===== src/rtl/bswap_pkg.sv =====
// Shared types and byte-shuffle helpers for the endian-swap scheduler.
// bswap_half() is only compiled when BSWAP_SCHED_HALF_EN is defined.
package bswap_pkg;

    // Widest word supported; DW-generic helpers work on this container and a byte count.
    localparam int unsigned MaxDw    = 512;
    localparam int unsigned MaxBytes = MaxDw / 8;

    typedef logic [MaxDw-1:0] word_t;

    // Reverse the lowest nbytes bytes: byte k moves to byte nbytes-1-k.
    function automatic word_t bswap_full(input word_t w, input int unsigned nbytes);
        word_t res;
        res = '0;
        for (int unsigned k = 0; k < MaxBytes; k++) begin
            if (k < nbytes) begin
                res[k*8 +: 8] = w[(nbytes-1-k)*8 +: 8];
            end
        end
        return res;
    endfunction

`ifdef BSWAP_SCHED_HALF_EN
    // Swap the two bytes inside every 16-bit halfword of the lowest nbytes bytes.
    function automatic word_t bswap_half(input word_t w, input int unsigned nbytes);
        word_t res;
        res = '0;
        for (int unsigned h = 0; h < MaxBytes / 2; h++) begin
            if ((2*h + 1) < nbytes) begin
                res[(2*h)*8 +: 8]   = w[(2*h+1)*8 +: 8];
                res[(2*h+1)*8 +: 8] = w[(2*h)*8 +: 8];
            end
        end
        return res;
    endfunction
`endif

endpackage


===== src/rtl/bswap_sched_if.sv =====
// Requester/output bundle of the endian-swap scheduler.
// req_mode/out_mode exist only when BSWAP_SCHED_HALF_EN is defined.
interface bswap_sched_if #(
    parameter int unsigned NREQ = 4,
    parameter int unsigned DW   = 32
);
    localparam int unsigned IDW = $clog2(NREQ);

    logic [NREQ-1:0]    req_valid;
    logic [NREQ-1:0]    req_ready;
    logic [NREQ*DW-1:0] req_data;
    logic               out_valid;
    logic               out_ready;
    logic [DW-1:0]      out_data;
    logic [IDW-1:0]     out_id;
    logic               busy;
`ifdef BSWAP_SCHED_HALF_EN
    logic [NREQ-1:0]    req_mode;
    logic               out_mode;
`endif

    modport master (
        output req_valid, req_data, out_ready,
`ifdef BSWAP_SCHED_HALF_EN
        output req_mode,
        input  out_mode,
`endif
        input  req_ready, out_valid, out_data, out_id, busy
    );

    modport slave (
        input  req_valid, req_data, out_ready,
`ifdef BSWAP_SCHED_HALF_EN
        input  req_mode,
        output out_mode,
`endif
        output req_ready, out_valid, out_data, out_id, busy
    );

endinterface


===== src/rtl/bswap_rr_arb.sv =====
// Combinational round-robin winner search starting one past the last grant.
module bswap_rr_arb #(
    parameter int unsigned NREQ = 4,
    parameter int unsigned IDW  = $clog2(NREQ)
) (
    input  logic [NREQ-1:0] req_valid_i,
    input  logic [IDW-1:0]  ptr_i,
    output logic [IDW-1:0]  winner_o,
    output logic            any_valid_o
);

    int unsigned idx;

    always_comb begin
        winner_o    = '0;
        any_valid_o = 1'b0;
        idx         = 0;
        // Offset NREQ wraps back to ptr itself, so it has lowest priority.
        for (int unsigned off = 1; off <= NREQ; off++) begin
            idx = (int'(ptr_i) + off) % NREQ;
            if (!any_valid_o && req_valid_i[idx]) begin
                any_valid_o = 1'b1;
                winner_o    = IDW'(idx);
            end
        end
    end

endmodule


===== src/rtl/bswap_sched.sv =====
// Round-robin scheduler sharing one registered byte-reversal stage among NREQ requesters.
// Define BSWAP_SCHED_HALF_EN to add per-request halfword-swap mode (req_mode/out_mode).
module bswap_sched
    import bswap_pkg::*;
#(
    parameter int unsigned NREQ = 4,
    parameter int unsigned DW   = 32
) (
    input logic          clk,
    input logic          rst_n,
    bswap_sched_if.slave bus
);

    localparam int unsigned IDW    = $clog2(NREQ);
    localparam int unsigned NBytes = DW / 8;

    typedef enum logic {StEmpty, StFull} state_e;

    state_e         state_q, state_d;
    logic [DW-1:0]  data_q, data_d;
    logic [IDW-1:0] id_q, id_d;
    logic [IDW-1:0] ptr_q, ptr_d;
`ifdef BSWAP_SCHED_HALF_EN
    logic           mode_q, mode_d;
`endif

    logic [IDW-1:0] winner;
    logic           any_valid;
    logic           slot_free;
    logic           accept;
    logic [DW-1:0]  sel_word;

    bswap_rr_arb #(
        .NREQ (NREQ),
        .IDW  (IDW)
    ) u_arb (
        .req_valid_i (bus.req_valid),
        .ptr_i       (ptr_q),
        .winner_o    (winner),
        .any_valid_o (any_valid)
    );

    always_comb begin
        slot_free = (state_q == StEmpty) || bus.out_ready;
        // Gate with rst_n so nothing is handshaken while reset is held.
        accept    = rst_n && slot_free && any_valid;
        sel_word  = bus.req_data[int'(winner) * DW +: DW];

        bus.req_ready = '0;
        if (accept) begin
            bus.req_ready[winner] = 1'b1;
        end

        state_d = state_q;
        data_d  = data_q;
        id_d    = id_q;
        ptr_d   = ptr_q;
`ifdef BSWAP_SCHED_HALF_EN
        mode_d  = mode_q;
`endif

        if (accept) begin
            state_d = StFull;
            id_d    = winner;
            ptr_d   = winner;
`ifdef BSWAP_SCHED_HALF_EN
            mode_d  = bus.req_mode[winner];
            data_d  = bus.req_mode[winner] ? DW'(bswap_half(word_t'(sel_word), NBytes))
                                           : DW'(bswap_full(word_t'(sel_word), NBytes));
`else
            data_d  = DW'(bswap_full(word_t'(sel_word), NBytes));
`endif
        end else if (slot_free) begin
            // Drain only: payload registers keep their last values.
            state_d = StEmpty;
        end
    end

    always_ff @(posedge clk) begin
        if (!rst_n) begin
            state_q <= StEmpty;
            data_q  <= '0;
            id_q    <= '0;
            ptr_q   <= IDW'(NREQ - 1);
`ifdef BSWAP_SCHED_HALF_EN
            mode_q  <= 1'b0;
`endif
        end else begin
            state_q <= state_d;
            data_q  <= data_d;
            id_q    <= id_d;
            ptr_q   <= ptr_d;
`ifdef BSWAP_SCHED_HALF_EN
            mode_q  <= mode_d;
`endif
        end
    end

    assign bus.out_valid = (state_q == StFull);
    assign bus.out_data  = data_q;
    assign bus.out_id    = id_q;
    assign bus.busy      = (state_q == StFull) || (|bus.req_valid);
`ifdef BSWAP_SCHED_HALF_EN
    assign bus.out_mode  = mode_q;
`endif

endmodule


===== src/flat_wrapper.sv =====
// flat-port wrapper written by rule: the top's interface ports become plain ports
module bswap_sched_flat import bswap_pkg::*;
#(
    parameter int unsigned NREQ = 4,
    parameter int unsigned DW   = 32
)
  (clk, rst_n, bus_req_valid, bus_req_data, bus_out_ready, bus_req_ready, bus_out_valid, bus_out_data, bus_out_id, bus_busy);
  bswap_sched_if #(.NREQ(NREQ), .DW(DW)) bus_i ();
  input logic clk;
  input logic rst_n;
  input wire logic [$bits(bus_i.req_valid)-1:0] bus_req_valid;
  input wire logic [$bits(bus_i.req_data)-1:0] bus_req_data;
  input wire logic [$bits(bus_i.out_ready)-1:0] bus_out_ready;
  output wire logic [$bits(bus_i.req_ready)-1:0] bus_req_ready;
  output wire logic [$bits(bus_i.out_valid)-1:0] bus_out_valid;
  output wire logic [$bits(bus_i.out_data)-1:0] bus_out_data;
  output wire logic [$bits(bus_i.out_id)-1:0] bus_out_id;
  output wire logic [$bits(bus_i.busy)-1:0] bus_busy;
  assign bus_i.req_valid = bus_req_valid;
  assign bus_i.req_data = bus_req_data;
  assign bus_i.out_ready = bus_out_ready;
  assign bus_req_ready = bus_i.req_ready;
  assign bus_out_valid = bus_i.out_valid;
  assign bus_out_data = bus_i.out_data;
  assign bus_out_id = bus_i.out_id;
  assign bus_busy = bus_i.busy;
  bswap_sched #(.NREQ(NREQ), .DW(DW)) u_core (.clk(clk), .rst_n(rst_n), .bus(bus_i));
endmodule

===== config.mk =====
export PLATFORM = sky130hd
export DESIGN_NAME = bswap_sched_flat
export DESIGN_NICKNAME = d
export VERILOG_FILES = /design/src/rtl/bswap_pkg.sv /design/src/rtl/bswap_sched_if.sv /design/src/rtl/bswap_rr_arb.sv /design/src/rtl/bswap_sched.sv /design/src/flat_wrapper.sv
export SDC_FILE = /design/constraint.sdc
export NUM_CORES = 1
export LEC_CHECK = 0
export ABC_AREA = 1
export CORE_AREA = 2 2 85 87
export DETAILED_ROUTE_END_ITERATION = 6
export DIE_AREA = 0 0 87 89
export PLACE_DENSITY = 0.85
export REMOVE_ABC_BUFFERS = 1
export SETUP_SLACK_MARGIN = 0.15
export SYNTH_ARGS = -nofsm -noshare
export SYNTH_HDL_FRONTEND = slang
export SYNTH_HIERARCHICAL = 1
export SYNTH_SLANG_ARGS = --single-unit

===== constraint.sdc =====
create_clock -name clk -period 3.8 [get_ports clk]
set_input_delay 0.76 -clock clk [delete_from_list [all_inputs] [get_ports clk]]
set_output_delay 0.76 -clock clk [all_outputs]
set_load 0.1 [all_outputs]

After elaboration in Yosys (flattened, before gate mapping). Index checks and enable logic that the tools add are counted. Widths: inputs -> output; s select.

Flip-flop bits (word level): 37. Output and inout bits: 40. Word-level logic and storage cells: 50.

Add/sub/neg operators: 4. Magnitude comparators: 6. Shift-type cells: 1. Multiplexer cells: 21. Bitwise gates (word level): 1. Reductions and logical operators: 13.

Operators by type and width (number): $shiftx 128x8->32 (1); $lt 2x3->1 const B (5); $mux 1 (11); $bmux 1 s2 (4); $mux 2 (4); $logic_and 1x1->1 (6); $add 2x1->2 const B (2); $add 2x2->2 const B (2); $mux 4 (1); $reduce_or 4->1 (1); $logic_not 1->1 (3); $demux 1 s2 (1); $ge 2x1->1 const B (1); $logic_or 1x1->1 (2); $reduce_bool 2->1 (1); $not 1->1 (1).

Logic depth before layout (Yosys ltp). Gate-level depths: netlist (run 1).

Word-level depth: 18. Depth in mapped cells: 15.

Hierarchy. The synthesis (run 1) kept the hierarchy.

By module, submodules not included: bswap_sched (times used 1, cells each 385, area an instance 2297.2 um2); bswap_rr_arb (times used 1, cells each 52, area an instance 271.5 um2).

Worst setup path after synthesis (run 1). Ideal clock, no wire load.

Kind: input port to output port. Start point: in bus_req_valid[2]. End point: out bus_req_ready[0]. Data arrival time: 3.150 ns. Required time: 3.040 ns. Path slack: -0.110 ns. Cell stages on the path: 12. Path buffers: 2. Path through: nand2_1 > nand2_1 > nand2_4 > nand2_4 > nor2_1 > a21oi_1 > nand3_1 > inv_2 > buf_2 > buf_2 > nand3_1 > nor2_1.

Cells in the longest elaborated chain, start to end: 17.

RTL lines: start: declaration (line flat_wrapper.sv:11) `input wire logic [$bits(bus_i.req_valid)-1:0] bus_req_valid;`; $bmux 1 s2 (line bswap_rr_arb.sv:21) `if (!any_valid_o && req_valid_i[idx]) begin`; $mux 1 (not written as such) (line bswap_rr_arb.sv:21); $mux 1 (line bswap_rr_arb.sv:21); $logic_not 1->1 (line bswap_rr_arb.sv:21); $logic_and 1x1->1 (line bswap_rr_arb.sv:21); $mux 1 (line bswap_rr_arb.sv:21); $logic_not 1->1 (line bswap_rr_arb.sv:21); $logic_and 1x1->1 (line bswap_rr_arb.sv:21); [... 2 more ...]; $logic_and 1x1->1 (line bswap_rr_arb.sv:21); $mux 2 * (line bswap_rr_arb.sv:21); named net u_core.winner[0] (line bswap_sched.sv:27) `logic [IDW-1:0] winner;`; $lt 2x3->1 (not written as such) or $ge 2x1->1 (tied branches) (line bswap_sched.sv:51) `bus.req_ready[winner] = 1'b1;`; $logic_and 1x1->1 (not written as such) (line bswap_sched.sv:51); $mux 1 (not written as such) (line bswap_sched.sv:51); $demux 1 s2 *; $mux 4 * (line bswap_sched.sv:50) `if (accept) begin`; end: declaration (line flat_wrapper.sv:14) `output wire logic [$bits(bus_i.req_ready)-1:0] bus_req_ready;`.

Mark *: on every way through the listed nets, which the timed path passes. The rest lies on a longest branch. The select of a mux whose other input is x is not followed.

Final worst setup path (run 1).
Start point: in bus_req_valid[3]. End point: out bus_req_ready[3].

Same word-level chain as after synthesis.

==> run summary, run 1 <==
outcome: completed
Max Transition Viols Final: 0
maxcap violations: 0
final hold vios: 0
placed insts: 667
post-layout util: 66.3%
total CTS buffers: 5
Clock Path Buffers: 2
Comb pwr share: 74.7%
Max IR drop VDD: 0.468 mV
Slew headroom: 31.4%
drt pass-1 iters: 4
Die X: 87 um
WL/cell: 13.1 um
RSZ-0062 raised after global routing: false
vias in the first global route: 3385
Die Area: 0.00774 mm^2
Worst path top cell family by delay: simple AND/OR/NAND/NOR gates
Syn-to-layout area delta: 73.4%
Worst Path Arrival: 2730 ps
Sink Count: 37
Final period util: 91.7%
Root Buffer: clkbuf_8
slowest stage delay, CP: 460 ps
CTS tree: built
Cell Rows: 30
largest net degree at the start of global routing: 65
die height: 89 um
n_diodes: 0
Crit. End Element: output pin
Post-Synthesis Cell Area: 0.00257 mm^2
Fillers: 589
leakage power: 2.01 nW
top cell type's share of synthesized area: 28.8%
Worst-path clk slew: 70 ps
post-DP HPWL: 6830 um
Detailed Route WL: 8820 um
layout cells sized above 1: 5.88%
Crit path buffers/inverters: 4
Netlist cell types: 20
Yosys reg bits: 37
net switching power: 2.42 mW
Finished Layout Cells: 675
Max Clock Skew: 5.82 ps
number of H-tree levels: 2
multi-input logic area: 0.00162 mm^2
WS Path Type: in2out
fin nets: 729
Hold Path Class: reg2reg
Placed Area: 0.00433 mm^2
final hold slack: 470 ps
Worst Tran Pin Value: 1030 ps
gr usage total: 23.6%
Final setup viols: 0
PortBufs: 174
Worst EP required: 3040 ps
initial antenna violation count: 0
DRC viols: 0
fin area: 0.00445 mm^2
sequential area share after synthesis: 28.8%
critical path's slowest cell: clkdlybuf4s50_1
Max Fclk: 287 MHz
switch share: 60.6%
Routed Antenna Nets: 0
Post-CTS Hold Fix Bufs: 0
Pint: 1.57 mW
post-route minimum period: 3490 ps
Sequential Area: 741 um^2
Vias/cell: 5.08
synth warn: 6
post-synthesis cell count: 437
top cells by area, synth: dfxtp_1, nand3_1, nand2_1
cell accounting for the most synthesized area: dfxtp_1
DR vias: 3428
Final GP Congestion: 0.899
clock network power share: 8.6%
Sequential Power Share: 16.7%
GRT overflow: 0
Core ar.: 0.00672 mm^2
first-pass GRT wire length: 14700 um
syn avg cell area: 5.88 um^2
cells along the critical path: clkdlybuf4s50_1 -> nand2_2 -> nand2_1 -> nand2_1 -> nand2_4 -> nor2_8 -> nand3_1 -> nand3_1 -> buf_6 -> inv_1 -> nor2_1 -> buf_12
Initial DRC Count: 142
CP Max Fanout: 18
starting density of the core: 38.2%
CP Launch Type: input pin
Ports: 175
Clock Latency Late Sink: 280 ps
PwrDens: 897 mW/mm^2
Post-CTS Resized: 0
postcts setup bufs: 0
-- cells in the final DEF (no fill, tap or decap) --
| master | n |
|---|---|
| nand2_1 | 189 |
| clkdlybuf4s50_1 | 169 |
| nand3_1 | 141 |
| dfxtp_1 | 37 |
| buf_4 | 8 |
| inv_1 | 7 |
| nor2_1 | 7 |
| clkbuf_8 | 6 |
| buf_12 | 4 |
| nand2_4 | 4 |
| nand2_2 | 4 |
| inv_2 | 3 |
| a21oi_1 | 3 |
| nand4_1 | 3 |
| clkbuf_1 | 1 |
| bufinv_16 | 1 |
| nor2_2 | 1 |
| a21oi_4 | 1 |
| nor3_1 | 1 |
| o21ai_0 | 1 |
| buf_6 | 1 |
| nor2_8 | 1 |
| nand3_2 | 1 |
| o21a_1 | 1 |
-- worst reg2reg max path, cell delays in order, from the launching register on --
cell and delay [ps]:
dfxtp_1 550, inv_1 230, nand2_1 130, nand2_1 90
nand2_4 100, a21oi_1 70, a21oi_1 180, nand3_2 150
inv_2 80, buf_4 470, nand2_1 190, nand3_1 100
nand3_1 80, nand2_1 80
-- registers in the layout, summed over array words and instances (netlist names) --
register              cells
u_core/bus.out_valid      1
u_core/ptr_q              2
u_core/bus.out_data      32
u_core/bus.out_id         2
-- metal layers --
metal	part of all wire (%)	GRT usage, %
met1	38	24.7
met2	53	44.1
met3	7.5	6.93
met4	2.3	9.52
met5	0	0
-- kinds of logic after synthesis --
group,share of synthesized area [%]
flops,28.8
simple gates,60.9
compound gates,1.70
buf+inv,8.57
-- final timing paths --
check,startpoint,to,slack [ps],depth (start not counted)
min,u_core/bus.out_data[22],u_core/bus.out_data[22],470,2
max reg2reg,u_core/ptr_q[0],u_core/bus.out_data[1],1250,13
min reg2reg,u_core/bus.out_data[22],u_core/bus.out_data[22],470,2
max,bus_req_valid[3],bus_req_ready[3],310,12
-- synth_stat cells --
| cell type | count |
|---|---|
| nand2_1 | 189 |
| nand3_1 | 142 |
| dfxtp_1 | 37 |
| buf_2 | 14 |
| nor2_1 | 8 |
| clkbuf_1 | 7 |
| inv_1 | 7 |
| buf_4 | 6 |
| nand2_2 | 4 |
| nand2_4 | 4 |
| a21oi_1 | 3 |
| buf_6 | 3 |
| inv_2 | 3 |
| nand4_1 | 3 |
| buf_1 | 2 |
| a21oi_4 | 1 |
| nor2_8 | 1 |
| nor3_1 | 1 |
| o21a_1 | 1 |
| o21ai_0 | 1 |
-- stage by stage --
stage,TNS [ps],total power [mW],worst slack (ps)
2_1_floorplan,-8070,2.84,-1920
3_3_place_gp,0,3.61,390
3_5_place_dp,0,3.66,283
4_1_cts,0,4.01,266
5_1_grt,0,4.26,193
6_report,0,3.99,314
-- final cells by class --
cell class | count | area share (%)
multi-input combinational | 358 | 36.3
clock buffer | 7 | 1.94
tap | 80 | 2.25
timing repair buffer | 182 | 41.4
clock inverter | 1 | 0.674
sequential | 37 | 16.6
inverter | 10 | 0.843
-- power by group through the flow --
stage               Sequential (mW)  Clock (mW)  Combinational [mW]
floorplan                      1.90           0               0.948
CTS                           0.668       0.355                2.99
finish                        0.667       0.343                2.98
global placement              0.665           0                2.94
global route                  0.691       0.378                3.19
detailed placement            0.674           0                2.98
Power figures use the tool's default switching activity.
==> inputs of run 2 (changes only) <==
GPL_ROUTABILITY_DRIVEN = 0   (was default)
==> results of run 2 <==
No change in the layout: final DEF, timing and power equal those of run 1.
==> inputs of run 3 (changes only) <==
CTS_CLUSTER_SIZE = 25   (was default)
==> results of run 3 <==
No change in the layout: final DEF, timing and power equal those of run 1.
